## config.mk

```make
export PLATFORM = sky130hd
export DESIGN_NAME = pipe_stage_ctrl
export DESIGN_NICKNAME = d
export VERILOG_FILES = /design/src/rtl/pipe_stage_ctrl.sv
export SDC_FILE = /design/constraint.sdc
export NUM_CORES = 1
export LEC_CHECK = 0
export BUFFER_PORTS_ARGS = -buffer_cell sky130_fd_sc_hd__buf_4
export CAP_MARGIN = 20
export CORE_AREA = 8 8 45 47
export CTS_CLUSTER_SIZE = 40
export DETAILED_ROUTE_END_ITERATION = 16
export DIE_AREA = 0 0 53 55
export PLACE_DENSITY_LB_ADDON = 0.08
export RECOVER_POWER = 50
export REMOVE_ABC_BUFFERS = 1
export SLEW_MARGIN = 30
export SYNTH_ARGS = -nofsm -noshare
export SYNTH_HDL_FRONTEND = slang
export SYNTH_SLANG_ARGS = --single-unit
```

## constraint.sdc

```tcl
create_clock -name clk_i -period 2.25 [get_ports clk_i]
set_input_delay 0.3375 -clock clk_i [delete_from_list [all_inputs] [get_ports clk_i]]
set_output_delay 0.3375 -clock clk_i [all_outputs]
set_load 0.05 [all_outputs]
```

## src/rtl/pipe_stage_ctrl.sv

```systemverilog
// pipe_stage_ctrl: valid/ready flow controller for a chain of externally
// instantiated, enable-gated data registers. Tracks one valid bit per stage,
// drives per-stage load enables so data advances and bubbles collapse, and
// offers a valid/ready handshake at both ends.
//
// Optional feature macro: PIPE_STAGE_CTRL_STALL_CNT_EN
//   defined   -> stall_cnt_o port and a saturating 32-bit output-stall counter
//   undefined -> port and counter absent, all other behaviour identical
module pipe_stage_ctrl #(
  parameter  int unsigned Stages = 4,
  localparam int unsigned OccW   = $clog2(Stages + 1)
) (
  input  logic              clk_i,
  input  logic              srst_i,
  input  logic              flush_i,
  input  logic              in_valid_i,
  output logic              in_ready_o,
  output logic              out_valid_o,
  input  logic              out_ready_i,
  output logic [Stages-1:0] stage_en_o,
  output logic [Stages-1:0] stage_valid_o,
  output logic [OccW-1:0]   occupancy_o
`ifdef PIPE_STAGE_CTRL_STALL_CNT_EN
  ,
  output logic [31:0]       stall_cnt_o
`endif
);

  // Number of set bits in a stage-valid vector; result range is 0..Stages.
  function automatic logic [OccW-1:0] popcount(input logic [Stages-1:0] bits);
    logic [OccW-1:0] cnt;
    cnt = '0;
    for (int i = 0; i < int'(Stages); i++) begin
      cnt = cnt + OccW'(bits[i]);
    end
    return cnt;
  endfunction

  logic [Stages-1:0] v_q;
  logic [Stages-1:0] v_d;
  logic [OccW-1:0]   occ_q;
  logic [Stages-1:0] src_s;
  logic [Stages-1:0] adv_s;
  logic [Stages-1:0] en_s;

  // Source valid per stage and the advance ripple from the output end:
  // a stage may load when it is empty or when the stage after it advances.
  always_comb begin
    src_s    = '0;
    adv_s    = '0;
    src_s[0] = in_valid_i;
    for (int k = 1; k < int'(Stages); k++) begin
      src_s[k] = v_q[k-1];
    end
    adv_s[Stages-1] = ~v_q[Stages-1] | out_ready_i;
    for (int k = int'(Stages) - 2; k >= 0; k--) begin
      adv_s[k] = ~v_q[k] | adv_s[k+1];
    end
  end

  // Load enables only for valid data moving in, and next-state valid bits;
  // a flush suppresses every enable and empties the pipe.
  always_comb begin
    en_s = '0;
    v_d  = v_q;
    if (flush_i) begin
      en_s = '0;
      v_d  = '0;
    end else begin
      en_s = adv_s & src_s;
      for (int k = 0; k < int'(Stages); k++) begin
        if (adv_s[k]) begin
          v_d[k] = src_s[k];
        end else begin
          v_d[k] = v_q[k];
        end
      end
    end
  end

  // Valid-bit and occupancy registers; occupancy tracks the same edge as v.
  always_ff @(posedge clk_i) begin
    if (srst_i) begin
      v_q   <= '0;
      occ_q <= '0;
    end else begin
      v_q   <= v_d;
      occ_q <= popcount(v_d);
    end
  end

`ifdef PIPE_STAGE_CTRL_STALL_CNT_EN
  logic [31:0] stall_cnt_q;
  logic [31:0] stall_cnt_d;

  // Count cycles where the last stage holds data that downstream refuses;
  // saturates, and survives a flush.
  always_comb begin
    stall_cnt_d = stall_cnt_q;
    if (v_q[Stages-1] && !out_ready_i && (stall_cnt_q != 32'hFFFF_FFFF)) begin
      stall_cnt_d = stall_cnt_q + 32'd1;
    end else begin
      stall_cnt_d = stall_cnt_q;
    end
  end

  // Stall counter register, cleared only by reset.
  always_ff @(posedge clk_i) begin
    if (srst_i) begin
      stall_cnt_q <= 32'd0;
    end else begin
      stall_cnt_q <= stall_cnt_d;
    end
  end

  assign stall_cnt_o = stall_cnt_q;
`endif

  assign in_ready_o    = adv_s[0] & ~flush_i;
  assign out_valid_o   = v_q[Stages-1];
  assign stage_en_o    = en_s;
  assign stage_valid_o = v_q;
  assign occupancy_o   = occ_q;

endmodule

```

==> flow_summary.yaml <==
outcome:
  status: "finished, final reports clean"
global_route:
  grt_pass1_vias: 348
  grt_overflow: 0
  globalRouteTotalUtil_pct: 7.67
  maximum_number_of_pins_on_one_net_before_global_route_repair: 9
  global_route_wire_length_before_repair_um: 1530
  antenna_violations_before_repair: 0
placement:
  place.detailed.instances: 71
  place.gp.congestion: 0.761
  numPortBuffers: 17
  placed_wire_length_estimate_um: 767
  pre_cts_ws_ps: 130
drt:
  post_drt_wl_per_cell_um: 12.7
  route.vias.total: 340
  via_density_per_instance: 4.53
  totalWireLength_um: 953
  drtIter0Drc: 1
  remaining_drc_errors: 0
  first_pass_iters: 2
  ant_nets: 0
clocking:
  cts_num_sinks: 7
  ctsHoldBuffers: 0
  post_cts_setup_driven_buffer_insertion_count: 0
  clk_transition_reported_paths_ps: 50
  clk_root_buffer_cell: "sky130_fd_sc_hd__clkbuf_4"
  post_cts_resized: 0
  cts-buffers-inserted: 3
  maximum_clock_insertion_buffer_count: 2
  tritoncts: "yes"
  htree_levels: 1
  worstSkewPairLatency_ps: 260
setup_path:
  crit_arrival_ps: 2200
  critical_path.max_fanout: 6
  timing.critical_path.slowest_stage_cell: "sky130_fd_sc_hd__fa_1"
  critical_path_class: "reg2reg"
  ff2ff_path_depth: 7
  end_kind: "flip-flop"
  worst_ep_required_time_ps: 2400
  timing.critical_path.cells: "and4b_1, a31oi_1, fa_1, inv_1, ha_1, ha_1, nor2b_1"
  delay_contributed_by_the_slowest_stage_of_the_critical_path_ps: 550
  startpoint: "stage_valid_o[2]$_SDFF_PP0_"
  worstReg2RegStart: "stage_valid_o[2]$_SDFF_PP0_"
  critical-path-top-cell-by-count: "sky130_fd_sc_hd__ha_1"
  crit_end: "occupancy_o[1]$_SDFF_PP0_"
  r2r-end: "occupancy_o[1]$_SDFF_PP0_"
  ff2ff_setup_slack_ps: 210
  startpoint_type: "flip-flop"
timing:
  slew_headroom_pct: 59.9
  finish_stage_setup_viols: 0
  worst-slew-pin-transition_ps: 604
  max_clock_freq_mhz: 489
  rsz_0062_raised_after_global_routing: "no"
  worst_clock_skew_ps: 1.65
  post-route-worst-setup-slack_ps: 206
  layout_worst_path_cycle_share_pct: 90.9
  timing.final.crit_period_ps: 2040
  report.final.slew_viol_count: 0
  totalNegativeSetupSlack_ps: 0
  final-hold-violation-count: 0
logic_synthesis:
  syn-instance-count: 40
  synth_sequential_area_ratio_pct: 36.5
  ys_seq_elements: 7
  synth.cell_area_um2: 384
  avgSynthCellArea_um2: 9.60
  yosysWarningCount: 0
  yosysUniqueCellTypes: 23
floorplanning:
  die_area_um2: 2920
  core_area_um2: 1380
  top_level_ports: 18
  floorplan.die.height_um: 55
  die_width_um: 53
  starting_density_of_the_core_pct: 27.8
  fp-row-count: 14
power_and_ir_drop:
  total_power_consumption_uw: 293
  total_leakage_power_nw: 0.257
  ir_worst_vdd_uv: 227
  powerDensity_nw_per_um2: 569
cells_and_area:
  area_delta_synth_final_pct: 34.2
  fillers: 156
  most_frequent_cells_in_the_layout: "11 x sky130_fd_sc_hd__buf_4, 8 x sky130_fd_sc_hd__clkbuf_1, 7 x sky130_fd_sc_hd__dfxtp_1"
  layoutNonFillerInstCount: 75
  share_of_final_layout_standard_cells_stronger_than_drive_strength_1_pct: 27.1
  final_net_count: 68
  antennaDiodeCount: 0
  most_common_library_cell_in_the_layout_ignoring_fill_and_taps: "sky130_fd_sc_hd__buf_4"
worst_hold_path:
  holdCritPathClass: "in2reg"
job:
  drv_cap: 0
## cells by family after synthesis
| logic type | after synthesis | share of synthesized area, % |
|---|---|---|
| simple gates | 12 | 23.1 |
| buf+inv | 8 | 11.1 |
| compound gates | 10 | 17.6 |
| flops | 7 | 36.5 |
| fa+ha+maj | 3 | 11.7 |
## through the flow
| stage | area [µm²] | util [%] | hold slack (ps) |
|---|---|---|---|
| final | 515 | 37.3 | 286 |
| after detailed placement | 515 | 37.3 | 505 |
| after global placement | 515 | 37.3 | 514 |
| after global routing | 515 | 37.3 | 280 |
| after CTS | 542 | 39.2 | 286 |
| after floorplan | 360 | - | 409 |
## registers in the layout, summed over array words and instances (netlist names)
register       count
stage_valid_o      4
occupancy_o        3
## worst min path at each step
stage | depth (start not counted) | end | slack [ps] | from
6_report | 2 | occupancy_o[0]$_SDFF_PP0_ | 290 | srst_i
5_1_grt | 2 | occupancy_o[0]$_SDFF_PP0_ | 280 | srst_i
4_1_cts | 2 | occupancy_o[0]$_SDFF_PP0_ | 290 | srst_i
3_5_place_dp | 2 | stage_valid_o[2]$_SDFF_PP0_ | 500 | stage_valid_o[1]$_SDFF_PP0_
3_3_place_gp | 2 | stage_valid_o[2]$_SDFF_PP0_ | 510 | stage_valid_o[1]$_SDFF_PP0_
2_1_floorplan | 1 | occupancy_o[0]$_SDFF_PP0_ | 410 | srst_i
## layout make-up
type                    count  area (µm²)  area share (%)
repair buffers             18         109            21.1
flip-flops and latches      7         140            27.2
clock buffers               4        26.3            5.10
inverters                   5        18.8            3.64
multi-input cells          25         201            39.1
well taps                  16        20.0            3.88
## routing by layer
metal | up-vias | part of all wire [%] | wire (µm) | track usage, %
met3 | 3 | 14 | 130 | 6.68
li1 | 172 | - | - | -
met2 | 17 | 39 | 371 | 10.5
met4 | 0 | 1.8 | 17 | 5.17
met5 | - | 0 | 0 | 0
met1 | 148 | 45 | 433 | 7.50
## synth_stat cells, drive strengths merged
cell	count	area share, %
dfxtp	7	36
inv	5	4.9
nor2b	4	6.5
buf	3	6.2
nor3b	3	7.2
a21boi	2	3.9
a21oi	2	2.6
ha	2	6.5
o21ai	2	2.6
a22o	1	2.3
a31oi	1	1.6
and2b	1	2.3
and3	1	1.6
and4b	1	2.6
fa	1	5.2
nand3b	1	2.0
nor2	1	0.98
o211a	1	2.6
o21a	1	2.0
## worst max-delay path, delay by kind of cell (launching register included)
| kind | cells | cell delay (ps) |
|---|---|---|
| adder cells (fa/ha/maj) | 3 | 980 |
| AND/OR/NAND/NOR | 2 | 390 |
| flip-flops | 1 | 410 |
| buffers and inverters | 1 | 40 |
| AO/OA/AOI/OAI | 1 | 120 |
## where the power goes
group	switching [mW]	internal, mW	leakage, nW
Sequential	0.00199	0.127	0.0568
Combinational	0.0302	0.0160	0.185
Clock	0.0508	0.0680	0.0150
(Power assumes the default switching activity.)
